### config.mk
export PLATFORM = sky130hd
export DESIGN_NAME = pwm_from_count
export DESIGN_NICKNAME = d
export VERILOG_FILES = /design/src/rtl/pwm_from_count_pkg.sv /design/src/rtl/pwm_from_count_pwm_channel.sv /design/src/rtl/pwm_from_count.sv
export SDC_FILE = /design/constraint.sdc
export NUM_CORES = 1
export LEC_CHECK = 0
export BUFFER_PORTS_ARGS = -buffer_cell sky130_fd_sc_hd__buf_2
export CORE_MARGIN = 8
export CORE_UTILIZATION = 30
export CTS_BUF_LIST = sky130_fd_sc_hd__clkbuf_8
export CTS_CLUSTER_DIAMETER = 30
export CTS_CLUSTER_SIZE = 16
export DETAILED_ROUTE_END_ITERATION = 10
export HOLD_SLACK_MARGIN = 0.08
export PLACE_DENSITY = 0.49
export SLEW_MARGIN = 10
export SYNTH_ARGS = -nofsm -noshare
export SYNTH_HDL_FRONTEND = slang
export SYNTH_SLANG_ARGS = --single-unit
### constraint.sdc
create_clock -name clk -period 3.95 [get_ports clk]
set_input_delay 0.1975 -clock clk [delete_from_list [all_inputs] [get_ports clk]]
set_output_delay 0.1975 -clock clk [all_outputs]
set_load 0.005 [all_outputs]
### src/rtl/pwm_from_count_pkg.sv
// Shared defaults and the duty clamp used by every PWM channel.
package pwm_from_count_pkg;
  localparam int CW_DEF  = 3;
  localparam int NCH_DEF = 4;

  // Duties above one full period (2**cw) saturate to a full period.
  function automatic logic [31:0] clamp_duty(input logic [31:0] duty, input int cw);
    logic [31:0] max_duty;
    max_duty = 32'd1 << cw;
    return (duty > max_duty) ? max_duty : duty;
  endfunction
endpackage

### src/rtl/pwm_from_count_pwm_channel.sv
// One PWM channel: shadow/active duty pair, pending flag and the compare.
module pwm_channel
  import pwm_from_count_pkg::*;
#(
  parameter int CW = CW_DEF
) (
  input  logic          clk,
  input  logic          reset,
  input  logic          wrap,
  input  logic          wr_en,
  input  logic [CW:0]   wr_duty,
  input  logic [CW-1:0] count_in,
  output logic          pwm_out,
  output logic          pending
);
  logic [CW:0] active_q, active_d;
  logic [CW:0] shadow_q, shadow_d;
  logic        pending_q, pending_d;
  logic        pwm_q, pwm_d;
  logic        apply;

  always_comb begin
    apply     = wrap & pending_q;
    active_d  = apply ? shadow_q : active_q;
    shadow_d  = wr_en ? (CW+1)'(clamp_duty(32'(wr_duty), CW)) : shadow_q;
    pending_d = pending_q;
    if (apply) pending_d = 1'b0;
    // A write is only accepted while pending_q is low, so it never races the apply.
    if (wr_en) pending_d = 1'b1;
    // Compare against the duty taking effect now so a new duty covers count 0.
    pwm_d     = ({1'b0, count_in} < active_d);
  end

  always_ff @(posedge clk or posedge reset) begin
    if (reset) begin
      active_q  <= '0;
      shadow_q  <= '0;
      pending_q <= 1'b0;
      pwm_q     <= 1'b0;
    end else begin
      active_q  <= active_d;
      shadow_q  <= shadow_d;
      pending_q <= pending_d;
      pwm_q     <= pwm_d;
    end
  end

  assign pwm_out = pwm_q;
  assign pending = pending_q;
endmodule

### src/rtl/pwm_from_count.sv
// Multi-channel PWM slaved to an upstream mod-2**CW counter, with
// boundary-synchronous duty updates and a sticky count-sequence check.
module pwm_from_count
  import pwm_from_count_pkg::*;
#(
  parameter int CW  = CW_DEF,
  parameter int NCH = NCH_DEF,
  localparam int CHW = $clog2(NCH)
) (
  input  logic           clk,
  input  logic           reset,
  input  logic [CW-1:0]  count_in,
  input  logic           cfg_valid,
  output logic           cfg_ready,
  input  logic [CHW-1:0] cfg_ch,
  input  logic [CW:0]    cfg_duty,
  output logic [NCH-1:0] pwm_out,
  output logic           period_tick,
  output logic [NCH-1:0] pending,
  output logic           seq_err,
  input  logic           err_clr
);
  logic [CW-1:0]  prev_count_q, prev_count_d;
  logic           started_q, started_d;
  logic           period_tick_q, period_tick_d;
  logic           seq_err_q, seq_err_d;
  logic [CW-1:0]  count_nxt;
  logic           wrap, seq_bad;
  logic [NCH-1:0] sel, wr_en;

  always_comb begin
    for (int i = 0; i < NCH; i++) sel[i] = (cfg_ch == CHW'(i));
    // Out-of-range channel indices select nothing: ready stays high, write dropped.
    cfg_ready     = ~|(sel & pending);
    wr_en         = sel & {NCH{cfg_valid & cfg_ready}};
    count_nxt     = prev_count_q + CW'(1);
    wrap          = started_q && (prev_count_q == '1) && (count_in == '0);
    seq_bad       = started_q && (count_in != count_nxt) && (count_in != prev_count_q);
    prev_count_d  = count_in;
    started_d     = 1'b1;
    period_tick_d = wrap;
    seq_err_d     = seq_bad | (seq_err_q & ~err_clr);
  end

  always_ff @(posedge clk or posedge reset) begin
    if (reset) begin
      prev_count_q  <= '0;
      started_q     <= 1'b0;
      period_tick_q <= 1'b0;
      seq_err_q     <= 1'b0;
    end else begin
      prev_count_q  <= prev_count_d;
      started_q     <= started_d;
      period_tick_q <= period_tick_d;
      seq_err_q     <= seq_err_d;
    end
  end

  for (genvar g = 0; g < NCH; g++) begin : g_ch
    pwm_channel #(.CW(CW)) u_ch (
      .clk      (clk),
      .reset    (reset),
      .wrap     (wrap),
      .wr_en    (wr_en[g]),
      .wr_duty  (cfg_duty),
      .count_in (count_in),
      .pwm_out  (pwm_out[g]),
      .pending  (pending[g])
    );
  end

  assign period_tick = period_tick_q;
  assign seq_err     = seq_err_q;
endmodule

==> impl_metrics.json <==
{
  "cp-end-kind": "register",
  "start_util": 0.3088,
  "avgRoutedWirePerCell_microns": 14.45,
  "synth_fa_ha_area_frac": 0.05963,
  "cts_resized": 0,
  "antenna_found_initial": 0,
  "hold_buffers": 0,
  "maxSlewViolCount": 0,
  "syn_to_final_growth_pct": 13.24,
  "clk_pin_slew_worst_paths_ns": 0.09,
  "ir_worst_vdd_mv": 0.1946,
  "post-dp-hpwl_mm": 3.040,
  "layout_common_cells": "dfrtp_1, nand2_1, buf_2",
  "regArea_sq_um": 1151,
  "hold_class": "in -> async",
  "cp-startpoint": "started_q",
  "nNetsFinal": 220,
  "postCtsSetupBuffers": 0,
  "clk_latency_ns": 0.30,
  "r2r-start": "started_q",
  "clock.fmax_ghz": 0.4567,
  "synth_top_area_frac": 0.5486,
  "synth_compound_area_frac": 0.07156,
  "yosys.area.top_type": "dfrtp_1",
  "finalSetupViolCount": 0,
  "cts_sinks": 46,
  "final_antenna_net_count": 0,
  "pre_cts_ws_ns": 1.632,
  "finalClockSkew_ns": 0.007484,
  "reg2regPathDepth": 7,
  "yosys.area_share.simple": 0.1216,
  "synth.distinct_cells": 27,
  "synth_cells": 177,
  "synth_fp_nets": 200,
  "rows": 30,
  "first_global_vias": 1342,
  "n_fill_cell": 669,
  "cts_tree": "done",
  "numCtsBuffers": 5,
  "period_share": 0.5544,
  "syn_avg_cell_area_sq_um": 11.85,
  "ys_seq_elements": 46,
  "drt_iter0_drc": 41,
  "worst_pin_slew_ns": 0.9810,
  "synthesis.area_sq_um": 2098,
  "powerDensity_nw_per_um2": 515.7,
  "required_ns": 4.14,
  "status": "finished, final reports clean",
  "die_h_microns": 99.63,
  "worstSetupStartpointType": "register",
  "fin_cells": 294,
  "synth_warnings": 0,
  "final_core_util": 0.3497,
  "design_area_sq_um": 2376,
  "gp_congestion": 0.7330,
  "die-area_sq_um": 9926,
  "hold_ws_ns": 0.1168,
  "ctsLongestPathBuffers": 2,
  "num_antenna_cells": 0,
  "r2r-end": "g_ch[3].u_ch.pwm_out",
  "track_usage": 0.09489,
  "grt.overflow.total": 0,
  "wl_mm": 4.247,
  "setup_slack_ns": 1.760,
  "final_common_cell": "dfrtp_1",
  "drive_above_1_share": 0.2576,
  "cp-endpoint": "g_ch[3].u_ch.pwm_out",
  "worstPathArrival_ns": 2.38,
  "grt_pass1_wl_mm": 7.314,
  "pin_count": 24,
  "drc": 0,
  "drv_cap": 0,
  "rsz0062_at_grt": "false",
  "dr_total_vias": 1254,
  "p_total_mw": 1.225,
  "relSlewSlack": 0.3451,
  "synth_xor_area_frac": 0.02087,
  "synth_top_family_by_area": "multiplexers",
  "power.leakage_nw": 1.156,
  "crit_type": "reg -> reg",
  "tns_ns": 0,
  "worst-r2r-setup-slack_ns": 1.76,
  "worstPathMaxFanout": 5,
  "fp.dieW_microns": 99.63,
  "place_inst": 286,
  "hold_viol_final": 0,
  "core_area_sq_um": 6794,
  "synth_area_leaders": "dfrtp_1, ha_1, mux2_4",
  "portBuffers": 23,
  "synthMuxAreaShare": 0.1222,
  "synth.yosys.seq_area_share": 0.5486,
  "multi_input_area_sq_um": 834.6,
  "fin_crit_ns": 2.190,
  "place_area_sq_um": 2266,
  "via_per_inst": 4.265,
  "clock-root-buffer": "clkbuf_8",
  "htreeDepth": 2,
  "first_pass_iters": 3,
  "grt_max_degree": 47
}
## layer usage
layer	vias up	GRT usage	share of wire
met5	-	0	0
met4	0	0.03492	0.014
met3	6	0.03003	0.044
met2	23	0.1281	0.40
met1	599	0.1357	0.54
li1	626	-	-
## how the worst min path moves through the flow
stage,from,to,slack [ns],cells past startpoint
after global placement,count_in[0],prev_count_q[0],0.44,1
final,reset,prev_count_q[0],0.12,2
after global routing,count_in[0],prev_count_q[0],0.12,1
after detailed placement,count_in[0],prev_count_q[0],0.44,1
after floorplan,count_in[0],prev_count_q[0],0.23,0
after CTS,count_in[0],prev_count_q[0],0.12,1
## cell usage after synthesis
cell        n
dfrtp_1    46
nand2_1    24
o21ai_0    14
inv_1      12
ha_1       10
buf_4       8
mux2_4      8
mux2i_1     8
mux2_2      5
nor2_1      5
nor3_1      5
a211o_1     4
nor2_4      4
o21a_1      4
nand2b_1    3
xnor2_1     3
clkbuf_1    2
nand3_1     2
xor2_1      2
a22o_1      1
a31oi_1     1
conb_1      1
nand4bb_1   1
nor2b_1     1
or2_2       1
or4b_2      1
or4b_4      1
## state kept, by name (all words and copies together), names as in the netlist
register	flops
seq_err	1
period_tick	1
g_ch.u_ch.pwm_out	4
started_q	1
g_ch.u_ch.pending	4
g_ch.u_ch.shadow_q	16
g_ch.u_ch.active_q	16
prev_count_q	3
## layout make-up
class / instances / share of cell area
clock buffers: 5 / 0.02896
clock inverters: 3 / 0.01738
inverters: 12 / 0.01896
multi-input cells: 109 / 0.3512
flip-flops and latches: 46 / 0.4845
well taps: 96 / 0.05055
repair buffers: 23 / 0.04845
## critical path, stage by stage (launching register included)
cell     delay (ns)
dfrtp_1        0.37
or4b_4         0.56
nor2_4         0.22
mux2i_1        0.28
ha_1           0.21
o21a_1         0.13
nor2_1         0.05
a211o_1        0.27
## cells by family (layout without fill, tap and decap cells)
logic type,count (synthesis),in the layout
compound gates,24,24
xor+xnor,5,5
fa+ha+maj,10,10
buf+inv,22,43
flops,46,46
mux,21,21
other cells,1,1
simple gates,48,48
## power by group
part	switching, mW	internal (mW)	total (mW)
clock network	0.156	0.186	0.342
registers	0.0698	0.587	0.657
logic	0.110	0.117	0.226
No activity file was read; power rests on OpenSTA's default activity.
